**config.mk**
```make
export PLATFORM = sky130hd
export DESIGN_NAME = seven_seg_scan
export DESIGN_NICKNAME = d
export VERILOG_FILES = /design/src/rtl/seven_seg_pkg.sv /design/src/rtl/seven_seg_timebase.sv /design/src/rtl/seven_seg_scan.sv
export SDC_FILE = /design/constraint.sdc
export NUM_CORES = 1
export LEC_CHECK = 0
export ABC_AREA = 0
export ABC_CLOCK_PERIOD_IN_PS = 2700
export CAP_MARGIN = 20
export CORE_MARGIN = 3
export CORE_UTILIZATION = 30
export CTS_BUF_LIST = sky130_fd_sc_hd__clkbuf_16
export DETAILED_ROUTE_END_ITERATION = 10
export PLACE_DENSITY_LB_ADDON = 0.05
export REMOVE_ABC_BUFFERS = 1
export SYNTH_ARGS = -nofsm -noshare
export SYNTH_HDL_FRONTEND = slang
export SYNTH_HIERARCHICAL = 1
export SYNTH_SLANG_ARGS = --single-unit
```
**constraint.sdc**
```tcl
create_clock -name clk -period 2.7 [get_ports clk]
set_input_delay 0.405 -clock clk [delete_from_list [all_inputs] [get_ports clk]]
set_output_delay 0.405 -clock clk [all_outputs]
set_load 0.02 [all_outputs]
```
**src/rtl/seven_seg_pkg.sv**
```systemverilog
// Shared seven-segment definitions: blank pattern, glyph constants and a
// hex-to-glyph helper. Every pattern is active-low, packed as {g,f,e,d,c,b,a}.
package seven_seg_pkg;

  typedef logic [6:0] seg_t;

  // All segments off.
  localparam seg_t SEG_BLANK = 7'h7F;

  // Decimal digits.
  localparam seg_t SEG_0 = 7'h40;
  localparam seg_t SEG_1 = 7'h79;
  localparam seg_t SEG_2 = 7'h24;
  localparam seg_t SEG_3 = 7'h30;
  localparam seg_t SEG_4 = 7'h19;
  localparam seg_t SEG_5 = 7'h12;
  localparam seg_t SEG_6 = 7'h02;
  localparam seg_t SEG_7 = 7'h78;
  localparam seg_t SEG_8 = 7'h00;
  localparam seg_t SEG_9 = 7'h10;

  // Hex letters (b and d are lower-case shapes so they differ from 8 and 0).
  localparam seg_t SEG_A = 7'h08;
  localparam seg_t SEG_B = 7'h03;
  localparam seg_t SEG_C = 7'h46;
  localparam seg_t SEG_D = 7'h21;
  localparam seg_t SEG_E = 7'h06;
  localparam seg_t SEG_F = 7'h0E;

  // Extra letters used by client status messages.
  localparam seg_t SEG_R    = 7'h2F;  // r
  localparam seg_t SEG_G    = 7'h42;  // G
  localparam seg_t SEG_LC_B = 7'h03;  // b
  localparam seg_t SEG_LC_N = 7'h2B;  // n
  localparam seg_t SEG_P    = 7'h0C;  // P
  localparam seg_t SEG_LC_D = 7'h21;  // d
  localparam seg_t SEG_DASH = 7'h3F;  // '-'

  // Map a nibble to its active-low hex glyph.
  function automatic seg_t hex_to_seg(input logic [3:0] v);
    seg_t s;
    case (v)
      4'h0: s = SEG_0;
      4'h1: s = SEG_1;
      4'h2: s = SEG_2;
      4'h3: s = SEG_3;
      4'h4: s = SEG_4;
      4'h5: s = SEG_5;
      4'h6: s = SEG_6;
      4'h7: s = SEG_7;
      4'h8: s = SEG_8;
      4'h9: s = SEG_9;
      4'hA: s = SEG_A;
      4'hB: s = SEG_B;
      4'hC: s = SEG_C;
      4'hD: s = SEG_D;
      4'hE: s = SEG_E;
      default: s = SEG_F;
    endcase
    return s;
  endfunction

endpackage

```
**src/rtl/seven_seg_timebase.sv**
```systemverilog
// Scan timebase: slot prescaler, digit index, frame boundary and the blink
// phase derived from a frame counter.
module seven_seg_timebase
  import seven_seg_pkg::*;
#(
  parameter int N_DIGITS     = 4,
  parameter int DIV_W        = 17,
  parameter int BLINK_FRAMES = 64,
  parameter int IDX_W        = (N_DIGITS > 1) ? $clog2(N_DIGITS) : 1
) (
  input  logic             clk,
  input  logic             rst,
  output logic [DIV_W-1:0] cnt,
  output logic [IDX_W-1:0] idx,
  output logic             frame_end,
  output logic             phase
);

  localparam int FC_W = (BLINK_FRAMES > 1) ? $clog2(BLINK_FRAMES) : 1;

  logic            slot_end;
  logic            last_idx;
  logic [FC_W-1:0] fcnt;

  // Slot and frame boundaries decoded from the current count.
  always_comb begin
    slot_end  = &cnt;
    last_idx  = (idx == IDX_W'(N_DIGITS - 1));
    frame_end = slot_end && last_idx;
  end

  // Free-running slot prescaler; wraps naturally at 2^DIV_W.
  always_ff @(posedge clk) begin
    if (rst) begin
      cnt <= '0;
    end else begin
      cnt <= cnt + DIV_W'(1);
    end
  end

  // Digit index steps at the end of each slot and wraps after the last digit.
  always_ff @(posedge clk) begin
    if (rst) begin
      idx <= '0;
    end else if (slot_end) begin
      idx <= last_idx ? '0 : idx + IDX_W'(1);
    end
  end

  // Frame counter; phase flips every BLINK_FRAMES frames (phase 0 = visible).
  always_ff @(posedge clk) begin
    if (rst) begin
      fcnt  <= '0;
      phase <= 1'b0;
    end else if (frame_end) begin
      if (fcnt == FC_W'(BLINK_FRAMES - 1)) begin
        fcnt  <= '0;
        phase <= ~phase;
      end else begin
        fcnt <= fcnt + FC_W'(1);
      end
    end
  end

endmodule

```
**src/rtl/seven_seg_scan.sv**
```systemverilog
// Time-multiplexed common-anode seven-segment driver with tear-free double
// buffering, per-digit decimal point and blink, brightness duty control and a
// one-cycle anti-ghost blanking guard at the start of every digit slot.
//
// load protocol: load is a single-cycle strobe with no back-pressure. The
// glyph/dp_in/blink values present in that cycle are captured into staging and
// promoted to the displayed set at the next frame boundary; a later load before
// that boundary replaces the staged values. A load in the boundary cycle itself
// goes straight to the displayed set.
module seven_seg_scan
  import seven_seg_pkg::*;
#(
  parameter int N_DIGITS     = 4,
  parameter int DIV_W        = 17,
  parameter int BRIGHT_W     = 2,
  parameter int BLINK_FRAMES = 64
) (
  input  logic                    clk,
  input  logic                    rst,
  input  logic [7*N_DIGITS-1:0]   glyph,
  input  logic [N_DIGITS-1:0]     dp_in,
  input  logic [N_DIGITS-1:0]     blink,
  input  logic                    load,
  input  logic [BRIGHT_W-1:0]     brightness,
  output logic [N_DIGITS-1:0]     an,
  output logic [6:0]              seg,
  output logic                    dp,
  output logic                    frame_tick
);

  localparam int IDX_W = (N_DIGITS > 1) ? $clog2(N_DIGITS) : 1;
  localparam logic [7*N_DIGITS-1:0] GLYPHS_BLANK = {N_DIGITS{SEG_BLANK}};

  logic [DIV_W-1:0]      cnt;
  logic [IDX_W-1:0]      idx;
  logic                  frame_end;
  logic                  phase;

  logic [7*N_DIGITS-1:0] stage_glyph;
  logic [N_DIGITS-1:0]   stage_dp;
  logic [N_DIGITS-1:0]   stage_blink;
  logic                  pending;

  logic [7*N_DIGITS-1:0] act_glyph;
  logic [N_DIGITS-1:0]   act_dp;
  logic [N_DIGITS-1:0]   act_blink;

  logic                  suppressed;
  logic                  bright_ok;
  logic                  lit;
  logic [N_DIGITS-1:0]   an_sel;
  logic [6:0]            seg_sel;
  logic                  dp_sel;

  seven_seg_timebase #(
    .N_DIGITS     (N_DIGITS),
    .DIV_W        (DIV_W),
    .BLINK_FRAMES (BLINK_FRAMES),
    .IDX_W        (IDX_W)
  ) u_timebase (
    .clk       (clk),
    .rst       (rst),
    .cnt       (cnt),
    .idx       (idx),
    .frame_end (frame_end),
    .phase     (phase)
  );

  // Staging buffer: every load overwrites it, so the last load before a frame
  // boundary is the one that gets displayed.
  always_ff @(posedge clk) begin
    if (rst) begin
      stage_glyph <= GLYPHS_BLANK;
      stage_dp    <= '0;
      stage_blink <= '0;
    end else if (load) begin
      stage_glyph <= glyph;
      stage_dp    <= dp_in;
      stage_blink <= blink;
    end
  end

  // Displayed buffer only changes on a frame boundary, so a frame never tears.
  // A load landing on the boundary bypasses staging and clears pending.
  always_ff @(posedge clk) begin
    if (rst) begin
      act_glyph <= GLYPHS_BLANK;
      act_dp    <= '0;
      act_blink <= '0;
      pending   <= 1'b0;
    end else if (frame_end && load) begin
      act_glyph <= glyph;
      act_dp    <= dp_in;
      act_blink <= blink;
      pending   <= 1'b0;
    end else if (frame_end && pending) begin
      act_glyph <= stage_glyph;
      act_dp    <= stage_dp;
      act_blink <= stage_blink;
      pending   <= 1'b0;
    end else if (load) begin
      pending <= 1'b1;
    end
  end

  // Decide whether the current digit is driven this cycle and what it shows.
  // cnt == 0 is always dark so the previous digit's segments never bleed into
  // the next anode; brightness compares against the top bits of cnt.
  always_comb begin
    suppressed = act_blink[idx] && phase;
    bright_ok  = (cnt[DIV_W-1 -: BRIGHT_W] <= brightness);
    lit        = (cnt != '0) && bright_ok && !suppressed;
    an_sel     = ~(N_DIGITS'(1) << idx);
    seg_sel    = act_glyph[7*int'(idx) +: 7];
    dp_sel     = ~act_dp[idx];
  end

  // Registered pin drivers: one cycle behind cnt/idx, all dark when not lit.
  always_ff @(posedge clk) begin
    if (rst) begin
      an         <= '1;
      seg        <= SEG_BLANK;
      dp         <= 1'b1;
      frame_tick <= 1'b0;
    end else begin
      frame_tick <= frame_end;
      if (lit) begin
        an  <= an_sel;
        seg <= seg_sel;
        dp  <= dp_sel;
      end else begin
        an  <= '1;
        seg <= SEG_BLANK;
        dp  <= 1'b1;
      end
    end
  end

endmodule

```
## Word level (Yosys, flattened, before mapping)

Index checks and enable logic that the tools add are counted.

- Equal/unequal tests: 2
- $lt $le $gt $ge: 2
- Reductions and logical operators: 13
- Mux-type cells: 12
- Multiply operators: 1
- Add/sub/neg operators: 3
- Shifts and indexed selects: 2
- Bitwise logic cells: 4

Operator list:

| cell | count |
|---|---|
| 28-bit 2-to-1 mux | 2 |
| 28-bit by 6-bit variable part select with 7-bit output | 1 |
| 17-bit by 1-bit adder with 17-bit output (second input constant) | 1 |
| 17-bit AND reduction | 1 |
| 17-bit nonzero test | 1 |
| 4-bit 2-to-1 mux | 4 |
| 6-bit by 1-bit adder with 6-bit output (second input constant) | 1 |
| 6-bit == test (second input constant) | 1 |
| 1-bit logical AND | 6 |
| 6-bit 2-to-1 mux | 1 |
| 3-bit by 2-bit multiplier with 5-bit output (first input constant) | 1 |
| 1-bit binary-select mux with 2-bit select | 2 |
| 4-bit inverter | 1 |
| 1-bit by 2-bit left shift with 4-bit output (first input constant) | 1 |
| 2-bit by 3-bit less-than comparator with 1-bit output (second input constant) | 1 |
| 1-bit inverter | 3 |
| 3-bit OR reduction | 1 |
| 2-bit by 1-bit adder with 2-bit output (second input constant) | 1 |
| 2-bit == test (second input constant) | 1 |
| 2-bit <= comparator | 1 |
| 1-bit 2-to-1 mux | 2 |
| 2-bit 2-to-1 mux | 1 |
| 2-bit AND reduction | 1 |
| 2-bit nonzero test | 1 |
| other kinds (2) | 2 |

- Output and inout port bits: 13
- Bits in registers: 112
- Input bits: 41
- Word-level logic and storage cells: 54

## Logic depth before layout (Yosys ltp)

- Depth after elaboration: 7
- Mapped depth: 12
- Gate-level depth less buffers: 11

## Hierarchy

The synthesis kept the hierarchy.

By module, submodules not included:

| module | cells an instance | times used | seq. area each (um2) | area each (um2) |
|---|---|---|---|---|
| seven_seg_scan | 366 | 1 | 1721.7 | 3442.1 |
| seven_seg_timebase | 124 | 1 | 520.5 | 1139.8 |

## Worst setup path after synthesis

No wires, ideal clock.

- Path kind: flip-flop to flip-flop
- Start point: reg u_timebase.cnt[7]
- End point: reg act_dp[0]
- Required time: 2.566 ns
- Clock period less this slack: 2.197 ns
- Setup time: 0.134 ns
- Data arrival time: 2.063 ns
- Stages on the path, launching flop included: 11
- Path buffers: 1
- Path slack: 0.503 ns
- Path through: dfxtp_1 -> nand4_2 -> nor3_1 -> and3_1 -> ha_1 -> nand2_1 -> inv_1 -> clkbuf_1 -> a31oi_1 -> nor2_1 -> nor4_1

- Cells in the longest elaborated chain, start to end: 4
- Elaborated cells on any way between the ends: 6
- Classes of those cells: mux (1); reduce/logical (5)

RTL lines:

| element | line | RTL |
|---|---|---|
| from (decl) | seven_seg_timebase.sv:13 | `output logic [DIV_W-1:0] cnt,` |
| from (signal assigned) | seven_seg_timebase.sv:37 | `cnt <= cnt + DIV_W'(1);` |
| 17-bit AND reduction * | seven_seg_timebase.sv:27 | `slot_end = &cnt;` |
| 1-bit logical AND * | seven_seg_timebase.sv:29 | `frame_end = slot_end && last_idx;` |
| via frame_end | seven_seg_scan.sv:36 | `logic frame_end;` |
| 1-bit logical AND, on equally long branches | seven_seg_scan.sv:91, seven_seg_scan.sv:96 |  |
| 4-bit 2-to-1 mux or 2-bit nonzero test (tied branches) | n/a |  |
| to (signal assigned) | seven_seg_scan.sv:93 | `act_dp <= dp_in;` |
| to (signal assigned) | seven_seg_scan.sv:98 | `act_dp <= stage_dp;` |
| to (decl) | seven_seg_scan.sv:45 | `logic [N_DIGITS-1:0] act_dp;` |

The timed path passes the listed nets; every way through them passes the cells marked *.
A chain may end at the register's enable or synchronous reset.

## Final worst setup path

- Start point: reg u_timebase.cnt[7]
- End point: reg act_blink[0]

- Cells in the longest elaborated chain, start to end: 4
- Elaborated cells on any way between the ends: 6
- Classes of those cells: mux (1); reduce/logical (5)

RTL lines:

| element | line | RTL |
|---|---|---|
| 17-bit AND reduction * | seven_seg_timebase.sv:27 |  |
| 1-bit logical AND * | seven_seg_timebase.sv:29 |  |
| via frame_end | seven_seg_scan.sv:36 |  |
| 1-bit logical AND, on equally long branches | seven_seg_scan.sv:91, seven_seg_scan.sv:96 |  |
| 4-bit 2-to-1 mux or 2-bit nonzero test (tied branches) | n/a |  |
| to (signal assigned) | seven_seg_scan.sv:94 | `act_blink <= blink;` |
| to (signal assigned) | seven_seg_scan.sv:99 | `act_blink <= stage_blink;` |
| to (decl) | seven_seg_scan.sv:46 | `logic [N_DIGITS-1:0] act_blink;` |

Marked as above.

==> flow_metrics.py <==
metrics = {
    "run_status": {
        "status": "complete, no violations",
    },
    "clock_network": {
        "clkSinkCount": 112,
        "cts_buffers": 9,
        "clkLatencyLatePin_ns": 0.35,
        "cts_tree": "done",
        "ctsResizeCount": 0,
        "cts.clk_slew.worst_paths_ns": 0.07,
        "cts_setup_buffers": 0,
        "cts_hold_buf": 0,
        "htreeDepth": 3,
        "clk_path_buf_depth": 2,
        "root_buffer": "clkbuf_16",
    },
    "grt": {
        "grt_pass1_wl_mm": 16.4,
        "grt_max_degree": 65,
        "grt_pass1_vias": 3276,
        "antenna_found_initial": 0,
        "track_usage_pct": 12.4,
        "gr-total-overflow": 0,
    },
    "critical_path": {
        "cp-start-kind": "flop",
        "worst-path-max-fanout": 36,
        "end_kind": "flop",
        "slowest_delay_ns": 0.44,
        "crit_top_cell": "nor2_1",
        "r2r-start": "u_timebase/cnt[7]",
        "cp_top_family": "simple AND/OR/NAND/NOR gates",
        "worstPathArrival_ns": 2.73,
        "crit_slowest_cell": "dfxtp_1",
        "worstPathCellList": "nand4_2 > nor3_1 > and3_1 > ha_1 > nand2_1 > inv_1 > o21ai_4 > buf_4 > nor2_1 > a21oi_1 > nor2_1",
        "crit_start": "u_timebase/cnt[7]",
        "path_class": "flop to flop",
        "cp.required_ns": 2.99,
        "crit_buf_inv": 2,
    },
    "power_and_ir_drop": {
        "leakagePower_nw": 2.07,
        "peakVddDrop_uv": 287,
        "fin_total_pwr_mw": 3.31,
        "power.density_mw_per_mm2": 590,
    },
    "place": {
        "placement.io_buffers": 53,
        "dp_slack_ns": 0.265,
        "place_congestion": 0.758,
        "dp_hpwl_mm": 6.53,
        "place_area_mm2": 0.00531,
    },
    "route": {
        "wl_per_cell_um": 13.7,
        "drc": 0,
        "postRouteAntennaNets": 0,
        "vias": 3348,
        "viasPerCell": 4.62,
        "routed_wirelength_mm": 9.88,
        "firstDrtPassIters": 4,
        "drt_iter0_markers": 187,
    },
    "layout": {
        "final_cell_area_mm2": 0.00561,
        "area_growth_pct": 22.4,
        "antenna_cells": 0,
        "drive_above_1_share_pct": 8.52,
        "final_nets": 582,
        "fillers": 1507,
    },
    "die": {
        "core_region_area_mm2": 0.0148,
        "fp.dieH_um": 130,
        "start_util_pct": 31.1,
        "fp.dieArea_mm2": 0.0168,
        "num_rows": 44,
        "die_x_um": 130,
        "io_pins": 54,
    },
    "synth": {
        "synth_edf_count": 0,
        "yosysSeqAreaShare_pct": 48.9,
        "synth_area_leaders": "dfxtp_1 49%, nor2_1 7.2%, a211o_1 5.4%, o21a_1 4.6%, nor2b_1 4.4%",
        "synth_ff_type": "dfxtp_1",
        "yosysTopAreaCellShare_pct": 48.9,
        "syn_inst": 490,
        "syn_area_mm2": 0.00458,
        "synth_top_area_cell": "dfxtp_1",
        "ys_top_cells_by_count": "112 x dfxtp_1, 88 x nor2_1, 38 x nand2_1",
        "synth_cell_types": 38,
        "ys_seq_elements": 112,
        "synth.most_common_cell": "dfxtp_1",
        "async_flop_share_pct": 0,
        "syn_area_per_cell_um2": 9.35,
        "yosys_warnings": 6,
    },
    "flow_run": {
        "max-cap-violations": 0,
    },
    "worst_hold_path": {
        "hp-class": "flop to flop",
        "min_from": "act_dp[3]",
    },
    "sta": {
        "finalHoldViolations": 0,
        "fin_crit_ns": 2.44,
        "fmax_mhz": 410,
        "fin_skew_ns": 0.00867,
        "maxSlewViolCount": 0,
        "setup_violations": 0,
        "fin_setup_tns_ns": 0,
        "rsz0062_at_grt": "false",
        "worst_pin_slew_ns": 0.717,
        "slew_headroom_pct": 52.2,
        "setup_slack_ns": 0.261,
        "finalCritPeriodShare_pct": 90.3,
    },
}
-- layout make-up --
class                   instances  area [µm²]  area share (%)
clock buffers                   9         225            4.02
clock inverters                 7        76.3            1.36
inverters                      18        67.6            1.20
multi-input cells             328        2130            38.0
flip-flops and latches        112        2240            40.0
well taps                     184         230            4.11
repair buffers                 66         633            11.3
-- state kept, by name, summed over array words and instances, names as in the netlist --
| register | cells |
|---|---|
| act_blink | 4 |
| act_dp | 4 |
| act_glyph | 28 |
| an | 4 |
| dp | 1 |
| frame_tick | 1 |
| pending | 1 |
| seg | 7 |
| stage_blink | 4 |
| stage_dp | 4 |
| stage_glyph | 28 |
| u_timebase/cnt | 17 |
| u_timebase/fcnt | 6 |
| u_timebase/idx | 2 |
| u_timebase/phase | 1 |
-- metrics by stage --
| stage | util (%) | hold slack [ns] | cells |
|---|---|---|---|
| floorplan | - | 0.449 | 458 |
| global placement | 36.0 | 0.466 | 708 |
| finish | 38.0 | 0.483 | 724 |
| detailed placement | 36.0 | 0.468 | 708 |
| global route | 38.0 | 0.514 | 724 |
| CTS | 38.0 | 0.489 | 724 |
-- path summary, 6_finish.rpt --
path,end,slack [ns],cells after the start
setup / recovery,act_blink[0],0.26,11
hold / removal,act_dp[3],0.48,2
setup reg to reg,act_blink[0],0.26,11
hold reg to reg,act_dp[3],0.48,2
-- layout by cell type, fill, tap and decap left out, types with 2 or more instances in the layout --
cell / instances
buf_4: 13
nand3_1: 17
clkdlybuf4s50_1: 51
o21a_1: 28
a21oi_1: 6
mux4_2: 8
nand2b_1: 2
inv_1: 18
dfxtp_1: 112
clkbuf_16: 9
and3_1: 4
a31oi_1: 6
nor2b_1: 32
xor2_1: 7
a211o_1: 28
inv_6: 3
nor2_1: 88
nand2_1: 38
xnor2_1: 11
nand4b_1: 2
nor3_1: 8
ha_1: 6
nand4_1: 2
mux2i_1: 12
nor4_2: 3
nor4_1: 8
and4_1: 2
-- kinds of logic (layout without fill, tap and decap cells) --
| logic type | count (synthesis) | after routing | synth area share [%] |
|---|---|---|---|
| and+or+nand+nor | 211 | 211 | 22.5 |
| DFF | 112 | 112 | 48.9 |
| AOI/OAI and AO/OA | 73 | 73 | 12.2 |
| buffers and inverters | 50 | 100 | 4.67 |
| muxes | 20 | 20 | 6.55 |
| xor gates and xnor gates | 18 | 18 | 3.44 |
| adders and majority gates | 6 | 6 | 1.64 |
-- worst min-delay path, stage by stage, from the launching register on --
cell and delay [ns]:
dfxtp_1 0.33, a21oi_1 0.06, nor2_1 0.07
-- report_power, final --
part / total, mW / internal (mW) / switching (mW)
logic: 0.235 / 0.121 / 0.114
clock network: 1.36 / 0.729 / 0.633
registers: 1.71 / 1.69 / 0.0177
-- metal layers --
layer | vias up | part of all wire, % | GRT usage (%)
li1 | 1754 | - | -
met1 | 1536 | 48 | 15.8
met2 | 50 | 47 | 20.2
met3 | 8 | 3.9 | 4.12
met4 | 0 | 1.2 | 3.06
met5 | - | 0 | 0
No activity file was read; power rests on OpenSTA's default activity.
